$ cat config.mk
export PLATFORM = sky130hd
export DESIGN_NAME = matrix_scan_ctrl
export DESIGN_NICKNAME = d
export VERILOG_FILES = /design/src/rtl/matrix_scan_ctrl.sv
export SDC_FILE = /design/constraint.sdc
export NUM_CORES = 1
export LEC_CHECK = 0
export BUFFER_PORTS_ARGS = -buffer_cell sky130_fd_sc_hd__buf_2
export CELL_PAD_IN_SITES_DETAIL_PLACEMENT = 2
export CELL_PAD_IN_SITES_GLOBAL_PLACEMENT = 2
export CORE_MARGIN = 2
export CORE_UTILIZATION = 40
export CTS_CLUSTER_DIAMETER = 150
export DETAILED_ROUTE_END_ITERATION = 7
export PLACE_DENSITY_LB_ADDON = 0.1
export REMOVE_ABC_BUFFERS = 1
export SYNTH_ARGS = -nofsm -noshare
export SYNTH_HDL_FRONTEND = slang
export SYNTH_SLANG_ARGS = --single-unit
$ cat constraint.sdc
create_clock -name clk -period 4.4 [get_ports clk]
set_clock_uncertainty 0.15 [all_clocks]
set_input_delay 0 -clock clk [delete_from_list [all_inputs] [get_ports clk]]
set_output_delay 0 -clock clk [all_outputs]
set_load 0.02 [all_outputs]
$ cat src/rtl/matrix_scan_ctrl.sv
// Column scanner for an 8x7 LED matrix driven through a 1-to-8 active-low demux.
// A frame is latched once per scan and each column dwells, then blanks, in turn.
//
// state | meaning
// IDLE  | scan stopped, all columns off, waiting for en
// LOAD  | one cycle, frame_in latched into the frame buffer
// ON    | column input_sel driven for ON_CYC cycles
// BLANK | all columns off for BLANK_CYC cycles before the next column
module matrix_scan_ctrl #(
   parameter int unsigned ON_CYC    = 1000,
   parameter int unsigned BLANK_CYC = 10
) (
   input  logic        clk,
   input  logic        rst_n,
   input  logic        en,
   input  logic [55:0] frame_in,
   output logic        A,
   output logic [2:0]  input_sel,
   output logic [6:0]  row_out,
   output logic        busy,
   output logic        frame_done
);

   localparam logic [15:0] ON_LD    = 16'(ON_CYC - 1);
   localparam logic [15:0] BLANK_LD = 16'(BLANK_CYC - 1);

   typedef enum logic [1:0] {IDLE, LOAD, ON, BLANK} state_t;

   state_t      state_q, state_d;
   logic [15:0] cnt_q, cnt_d;
   logic [2:0]  sel_q, sel_d;
   logic [55:0] buf_q, buf_d;
   logic        a_q, a_d;
   logic [6:0]  row_q, row_d;
   logic        busy_q, busy_d;
   logic        done_q, done_d;

   // Dwell timer counts down to zero; terminal count ends the state.
   always_comb begin
      state_d = state_q;
      cnt_d   = cnt_q;
      sel_d   = sel_q;
      buf_d   = buf_q;
      done_d  = 1'b0;
      case (state_q)
         IDLE: begin
            sel_d = 3'd0;
            if (en) begin
               state_d = LOAD;
               cnt_d   = 16'd0;
            end
         end
         LOAD: begin
            buf_d   = frame_in;
            sel_d   = 3'd0;
            state_d = ON;
            cnt_d   = ON_LD;
         end
         ON: begin
            if (cnt_q == 16'd0) begin
               state_d = BLANK;
               cnt_d   = BLANK_LD;
            end else begin
               cnt_d = cnt_q - 16'd1;
            end
         end
         BLANK: begin
            if (cnt_q == 16'd0) begin
               if (sel_q == 3'd7) begin
                  sel_d   = 3'd0;
                  done_d  = 1'b1;
                  state_d = en ? LOAD : IDLE;
                  cnt_d   = 16'd0;
               end else begin
                  sel_d   = sel_q + 3'd1;
                  state_d = ON;
                  cnt_d   = ON_LD;
               end
            end else begin
               cnt_d = cnt_q - 16'd1;
            end
         end
         default: begin
            state_d = IDLE;
            cnt_d   = 16'd0;
            sel_d   = 3'd0;
         end
      endcase
   end

   // Outputs are decoded from the next state so they line up with state_q.
   always_comb begin
      a_d    = (state_d != ON);
      busy_d = (state_d != IDLE);
      row_d  = 7'd0;
      if (state_d == ON) begin
         for (int c = 0; c < 8; c++) begin
            if (sel_d == 3'(c)) row_d = buf_d[7*c +: 7];
         end
      end
   end

   always_ff @(posedge clk or negedge rst_n) begin
      if (!rst_n) begin
         state_q <= IDLE;
         cnt_q   <= 16'd0;
         sel_q   <= 3'd0;
         buf_q   <= 56'd0;
         a_q     <= 1'b1;
         row_q   <= 7'd0;
         busy_q  <= 1'b0;
         done_q  <= 1'b0;
      end else begin
         state_q <= state_d;
         cnt_q   <= cnt_d;
         sel_q   <= sel_d;
         buf_q   <= buf_d;
         a_q     <= a_d;
         row_q   <= row_d;
         busy_q  <= busy_d;
         done_q  <= done_d;
      end
   end

   assign A          = a_q;
   assign input_sel  = sel_q;
   assign row_out    = row_q;
   assign busy       = busy_q;
   assign frame_done = done_q;

endmodule

==> metrics.md, run 1 <==
| Metric | Value |
|---|---|
| Number of standard cells after synthesis | `433` |
| Clock insertion delay at the later pin of the skew report | `350 ps` |
| Fraction of final layout cells with drive strength greater than 1 | `27.81%` |
| WHS Endpoint | `buf_q[14]` |
| Max rail drop VDD | `0.2351 mV` |
| Core ar. | `11420 um2` |
| Cell count of the worst reg-to-reg path | `8` |
| Post-synthesis register bit count | `87` |
| Largest family of logic cells by synthesized area | `compound AO/OA/AOI/OAI gates` |
| Critical-path cell with the highest stage delay | `nor3b_1` |
| Critical Path End Type | `flop` |
| Mux contribution to synthesized area | `13.12%` |
| Post-route worst hold slack | `263.3 ps` |
| Antenna diodes | `0` |
| Area of combinational cells with multiple inputs | `2266 um2` |
| Status | `completed` |
| Worst flop-to-flop path endpoint | `row_out[6]` |
| Fin. max-slew vios | `0` |
| Pin count of the biggest net entering global routing | `55` |
| Hold wc startpoint | `frame_in[14]` |
| Final Util | `53.13%` |
| Class of the most critical setup path | `flop to flop` |
| Accumulated negative setup slack | `0 ps` |
| Register area share after synthesis | `46.60%` |
| Clock sinks | `87` |
| Pin slew with the least headroom to its limit | `957.6 ps` |
| Cells traversed along the worst timing path | `ha_1, ha_1, and2_1, nor3b_1, a22o_1, nand2_1, o211a_1, o211a_1` |
| Total met2 wirelength after detailed routing | `8897 um` |
| Number of antenna violations at the first check in global routing | `0` |
| Launch instance of the worst register-to-register path | `input_sel[1]` |
| TritonCTS clock tree | `done` |
| Clock tree buffer depth | `2` |
| Startpoint type of the worst setup path | `flop` |
| Htree depth | `3` |
| Number of global-route vias before repair | `4789` |
| Wire length per cell | `23.68 um` |
| Number of DRC markers after the initial detailed-route iteration | `312` |
| Clock input transition at the sequential cells of the worst setup and hold paths | `70 ps` |
| WL final | `16670 um` |
| Root cell of the clock tree | `clkbuf_16` |
| Wire length of the first global-routing pass | `27320 um` |
| Highest attainable clock frequency | `0.3120 GHz` |
| Top layer in use | `met4` |
| Required @ worst endpoint | `4490 ps` |
| Width of the chip | `112.1 um` |
| Unique cell type count in the Yosys netlist | `61` |
| Placer's final routability congestion estimate | `0.7922` |
| Resized cells post-CTS | `0` |
| Cts bufs inserted | `9` |
| Synthesis warning total | `0` |
| Primary FF master, synth | `dfrtp_1` |
| Worst min path class | `input pin to flop` |
| Arithmetic-cell share of the synthesized area counting full adders, half adders and majority gates | `1.071%` |
| Mean post-synth cell area | `10.80 um2` |
| Share of flip-flops with an asynchronous set or reset | `100.0%` |
| Aggregate global routing overflow | `0` |
| Register-to-register path setup slack | `1190 ps` |
| MaxCap Viol Count | `0` |
| Area occupied by registers | `2178 um2` |
| Number of I/O pins | `72` |
| Critical path buffers and inverters | `0` |
| Initial core utilization | `40.94%` |
| Die Outline Area | `12570 um2` |
| Via Count | `4110` |
| Maximum fanout along the worst path | `10` |
| Worst slew margin relative to its limit | `36.03%` |
| Most common cell after layout, fill and taps aside | `dfrtp_1` |
| Met3 routed WL | `418 um` |
| Antenna Nets Post-Route | `0` |
| Commonest cells after routing, fill and taps aside | `dfrtp_1 (86), buf_2 (70), dlygate4sd3_1 (60)` |
| Time the worst path needs with I/O delays and setup | `3205 ps` |
| Final number of hold-violating endpoints | `0` |
| Hpwl dp | `9866 um` |
| Total of endpoints with negative setup slack in the final report | `0` |
| Share of the synthesized area in compound gates (AO/OA/AOI/OAI) | `21.01%` |
| Crit path largest cell delay | `770 ps` |
| I/O Buffers | `71` |
| Count of flip-flops with a built-in enable after synthesis | `0` |
| Fill cells | `1163` |
| Tot GR Track Use | `28.01%` |
| Hold path cells | `3` |
| Synth Area in XOR/XNOR | `0.5621%` |
| Share of the clock period used by the worst path after layout | `72.85%` |
| Power per cell area | `503.2 nW/um2` |
| Routed metal-1 wirelength | `6927 um` |
| DR DRC count | `0` |
| Layout Area Growth over Synthesis | `29.79%` |
| Die span in y | `112.1 um` |
| Post-synthesis cell area | `4674 um2` |
| Leakage | `2.711 nW` |
| Critical path arrival | `3290 ps` |
| Final layout net count | `619` |
| Via count normalized by instance count | `5.838` |
| Setup repair after global routing missed its margin | `false` |
| Router iterations before antenna repair | `6` |
| Largest delay share family, worst path | `simple AND/OR/NAND/NOR gates` |
| Simple-gate area share of the yosys netlist | `12.55%` |
| Number of placement rows | `39` |
-- power breakdown --
| group | internal, W | total, W | switching [W] | leakage [nW] |
|---|---|---|---|---|
| clock | 0.000515 | 0.000850 | 0.000336 | 0.156 |
| combinational | 0.000418 | 0.000993 | 0.000575 | 1.47 |
| sequential | 0.00101 | 0.00121 | 0.000204 | 1.08 |
| total | 0.00194 | 0.00305 | 0.00111 | 2.71 |
-- registers in the layout (all words and copies together), names as in the netlist --
name and count:
A 1, buf_q 56, busy 1, cnt_q 16, frame_done 1, input_sel 3
row_out 7, state_q 2
-- worst register-to-register path: stages, from the launching register on --
cell and delay (ps):
dfrtp_1 520, ha_1 260, ha_1 330, and2_1 390
nor3b_1 780, a22o_1 270, nand2_1 60, o211a_1 200
o211a_1 130
-- final cells by class --
cell class / count / share of cell area (%)
multi-input combinational: 293 / 37.35
clock buffer: 11 / 4.001
sequential: 87 / 35.90
tap: 143 / 2.949
inverter: 25 / 1.547
timing repair buffer: 140 / 16.91
clock inverter: 5 / 1.340
-- worst max path at each step --
stage / from / end / cells past startpoint
2_1_floorplan: state_q[0] / row_out[0] / 6
3_3_place_gp: input_sel[1] / row_out[6] / 8
3_5_place_dp: input_sel[1] / row_out[6] / 8
4_1_cts: input_sel[1] / row_out[6] / 8
5_1_grt: input_sel[1] / row_out[6] / 8
6_report: input_sel[1] / row_out[6] / 8
-- cell usage after synthesis (3+ instances only) --
| cell type | n | area (um2) |
|---|---|---|
| ha_1 | 4 | 50.05 |
| a21o_1 | 4 | 30.03 |
| nor4_4 | 4 | 85.08 |
| a21oi_1 | 29 | 145.1 |
| o21a_1 | 4 | 30.03 |
| buf_2 | 10 | 50.05 |
| mux2i_1 | 14 | 140.1 |
| o32ai_1 | 7 | 61.31 |
| mux2_2 | 42 | 473.0 |
| buf_1 | 5 | 18.77 |
| inv_1 | 24 | 90.09 |
| buf_6 | 3 | 33.78 |
| o21ai_0 | 10 | 50.05 |
| nor2_1 | 12 | 45.04 |
| nor3_1 | 27 | 135.1 |
| o21ai_1 | 9 | 45.04 |
| and3_1 | 4 | 25.02 |
| a22oi_1 | 7 | 52.55 |
| o211ai_1 | 9 | 67.56 |
| nand3_1 | 11 | 55.05 |
| o22a_1 | 9 | 78.83 |
| a31oi_1 | 8 | 50.05 |
| a22o_1 | 8 | 70.07 |
| o211a_1 | 14 | 140.1 |
| nand2_1 | 17 | 63.81 |
| clkbuf_1 | 9 | 33.78 |
| dfrtp_1 | 86 | 2152 |
-- metrics by stage --
| stage | cell area, um2 | std cells | power (W) | setup slack, ps |
|---|---|---|---|---|
| 3_3_place_gp | 5142 | 628 | 0.002070 | 1471 |
| 3_5_place_dp | 5142 | 628 | 0.002116 | 1431 |
| 5_1_grt | 6067 | 704 | 0.003211 | 1088 |
| 2_1_floorplan | 4531 | 405 | 0.001787 | -422.2 |
| 4_1_cts | 6067 | 704 | 0.003010 | 1381 |
| 6_report | 6067 | 704 | 0.003053 | 1195 |
-- kinds of logic after synthesis --
logic type,count (synthesis)
muxes,56
and+or+nand+nor,97
adders and majority gates,4
buffers and inverters,53
AOI/OAI and AO/OA,133
xor gates and xnor gates,3
DFF,87
-- layer usage --
layer	GRT usage (%)	up-vias
met3	3.294	23
met4	10.57	0
met5	0	-
li1	-	1860
met2	51.16	82
met1	33.80	2145
-- timing repair --
| item | CTS | global route |
|---|---|---|
| hold buffers | 60 | 0 |
| buffers inserted | 0 | 0 |
| setup endpoints to repair | 0 | 0 |
| endpoints found under the hold margin | 91 | 0 |
Note: power is estimated with default switching activity, not from simulation.
==> run 2, diff against run 1 <==
Settings changed: CORE_UTILIZATION 40 to 37.
Clock period 4.4 ns to 3 ns, I/O delays scaled along.
==> run 2 against run 1 <==
  * Total power increased by 44%
  * Register-to-register slack worse by 930 ps
  * Setup slack lost 930 ps
  * Maximum frequency up 17%
  * Routed wire length fell by 9.5%
  * Sequential share of layout area down 0.40 points
  * Die area rose by 7.8%
  * First-iteration DRC count is 61% lower
  * Combinational power up 44%
  * Via count shrank 2.7%
  * Flip-flop and latch count did not move
==> metrics.md, run 2 (same netlist as run 1, synthesis figures left out) <==
| Metric | Value |
|---|---|
| Part of the power in registers | `40.3% (+0.7 points)` |
| Width of the chip | `116.4 um (+3.8%)` |
| Post-route worst hold slack | `234.5 ps (-28.78 ps)` |
| Pin count of the biggest net entering global routing | `88 (+60%)` |
| Power per cell area | `714.8 nW/um2 (+42%)` |
| Post-route total power | `0.004386 W (+44%)` |
| Worst slew margin relative to its limit | `24.71% (-11 points)` |
| Worst min path class | `input pin to asynchronous set/reset pin` |
| Antenna Nets Post-Route | `0 (unchanged)` |
| Register-to-register path setup slack | `260 ps (-930 ps)` |
| Leakage | `2.739 nW (+1.0%)` |
| Accumulated negative setup slack | `0 ps (unchanged)` |
| Critical Path End Type | `flop` |
| Internal portion of total power | `0.002803 W (+45%)` |
| Tot GR Track Use | `23.79% (-4.2 points)` |
| Crit path largest cell delay | `400 ps (-370 ps)` |
| TritonCTS clock tree | `done` |
| Share of the clock period used by the worst path after layout | `91.30% (+18 points)` |
| Slack of the critical path | `261.0 ps (-933.7 ps)` |
| Initial core utilization | `37.50% (-3.4 points)` |
| Fill cells | `1299 (+12%)` |
| Time the worst path needs with I/O delays and setup | `2739 ps (-466.3 ps)` |
| Placer's final routability congestion estimate | `0.7977 (+0.69%)` |
| Number of placement rows | `41 (+5.1%)` |
| MaxCap Viol Count | `0 (unchanged)` |
| Sw Share | `36.09% (-0.43 points)` |
| Fin. max-slew vios | `0 (unchanged)` |
| Maximum fanout along the worst path | `11 (+1)` |
| Fraction of final layout cells with drive strength greater than 1 | `28.80% (+0.99 points)` |
| Clock sinks | `87 (unchanged)` |
| DR DRC count | `0 (unchanged)` |
| Total of endpoints with negative setup slack in the final report | `0 (unchanged)` |
| Router iterations before antenna repair | `4 (-2)` |
| Commonest cells after routing, fill and taps aside | `dfrtp_1 (86), buf_2 (70), dlygate4sd3_1 (58)` |
| Critical path arrival | `2880 ps (-410 ps)` |
| Highest attainable clock frequency | `0.3651 GHz (+17%)` |
| Final number of hold-violating endpoints | `0 (unchanged)` |
| Root cell of the clock tree | `clkbuf_16` |
| Number of DRC markers after the initial detailed-route iteration | `123 (-61%)` |
| Wire length of the first global-routing pass | `24270 um (-11%)` |
| Pre-CTS worst setup slack | `241.0 ps (-1190 ps)` |
| Core ar. | `12470 um2 (+9.2%)` |
| Net switching power | `0.001583 W (+42%)` |
| Die Outline Area | `13550 um2 (+7.8%)` |
| Class of the most critical setup path | `flop to flop` |
| I/O Buffers | `71 (unchanged)` |
| Cells traversed along the worst timing path | `inv_1, ha_1, nor3b_1, nand4_4, o41ai_4, buf_4, o32ai_1, o211ai_1, o211a_1` |
| Clock insertion delay at the later pin of the skew report | `350 ps (about the same)` |
| Max reg flops | `56 (unchanged)` |
| Number of antenna violations at the first check in global routing | `1 (+1)` |
| Clock input transition at the sequential cells of the worst setup and hold paths | `70 ps (about the same)` |
| Cts bufs inserted | `9 (unchanged)` |
| Hpwl dp | `9820 um (-0.47%)` |
| Die span in y | `116.4 um (+3.8%)` |
| Clock tree buffer depth | `2 (unchanged)` |
| Pin slew with the least headroom to its limit | `1129 ps (+171.8 ps)` |
| Layout Area Growth over Synthesis | `31.26%` |
| Most common cell after layout, fill and taps aside | `dfrtp_1` |
| WL final | `15090 um (-9.5%)` |
| Via count normalized by instance count | `5.414 (-7.3%)` |
| Power share of the clock group | `27.1% (-0.8 points)` |
| Max rail drop VDD | `0.3090 mV (+31%)` |
| Final Util | `49.22% (-3.9 points)` |
| Number of I/O pins | `72 (unchanged)` |
| Final layout net count | `624 (+0.81%)` |
| Via Count | `4001 (-2.7%)` |
| Startpoint type of the worst setup path | `flop` |
| Setup repair after global routing missed its margin | `false` |
| Combinational cell fraction of total power | `32.6% (about the same)` |
| Number of global-route vias before repair | `4436 (-7.4%)` |
| Biggest register | `buf_q` |
| Wire length per cell | `20.42 um (-14%)` |
| Status | `completed` |
| Critical-path cell with the highest stage delay | `dfrtp_1` |
| Aggregate global routing overflow | `0 (unchanged)` |
| Resized cells post-CTS | `0 (unchanged)` |
| Required @ worst endpoint | `3140 ps (-1350 ps)` |
| Htree depth | `3 (unchanged)` |
## run 2: cell types whose count changed in the layout (fill, tap and decap cells not counted)
cell	delta
clkbuf_8	+1
buf_4	+6
diode_2	+1
buf_12	+1
bufinv_16	-1
dlygate4sd3_1	-2
clkinvlp_4	-1
clkinv_4	+1
## run 2: critical path: cells and delay by family, from the launching register on
kind                     cells  cell delay (ps)
AO/OA/AOI/OAI                4              950
adder cells (fa/ha/maj)      1              150
buffers and inverters        2              320
flip-flops                   1              400
AND/OR/NAND/NOR              2              710
## run 2: final timing paths
kind,startpoint,end,depth (start not counted)
setup / recovery,cnt_q[0],row_out[1],9
hold / removal,rst_n,buf_q[52],2
setup reg to reg,cnt_q[0],row_out[1],9
hold reg to reg,buf_q[2],buf_q[2],1
max in group asynchronous,rst_n,cnt_q[15],2
min in group clk,frame_in[15],buf_q[15],3
## run 2: per-stage QoR
| stage | cell area [um2] | instances |
|---|---|---|
| 3_3_place_gp | 5236 | 663 |
| 5_1_grt | 6136 | 739 |
| 3_5_place_dp | 5236 | 663 |
| 4_1_cts | 6126 | 737 |
| 6_report | 6136 | 739 |
| 2_1_floorplan | 4531 | 405 |
## run 2: power groups by stage
stage               registers [W]  clock network, W  logic, W
floorplan                 0.00180                 0  0.000824
global placement          0.00178                 0   0.00131
detailed placement        0.00179                 0   0.00136
CTS                       0.00178           0.00120   0.00143
global route              0.00181           0.00125   0.00157
finish                    0.00177           0.00119   0.00143
## run 2: area by class of cell
| class | instances | area, um2 | share of cell area [%] |
|---|---|---|---|
| multi-input combinational | 293 | 2266 | 36.93 |
| clock inverter | 4 | 52.55 | 0.8564 |
| sequential | 87 | 2178 | 35.50 |
| tap | 172 | 215.2 | 3.507 |
| inverter | 25 | 93.84 | 1.529 |
| antenna | 1 | 2.502 | 0.04078 |
| timing repair buffer | 145 | 1071 | 17.46 |
| clock buffer | 12 | 256.5 | 4.180 |
## run 2: what timing repair did
action,in CTS,in global routing
endpoints found under the setup margin,0,1
endpoints found under the hold margin,144,0
hold buffers,58,0
setup buffers,0,1
## run 2: routing by layer
metal	global-route usage [%]	vias up	routed length, um
met5	0	-	0
met2	43.26	67	8069
li1	-	1873	-
met4	7.619	0	203
met1	29.23	2049	6482
met3	3.062	12	338
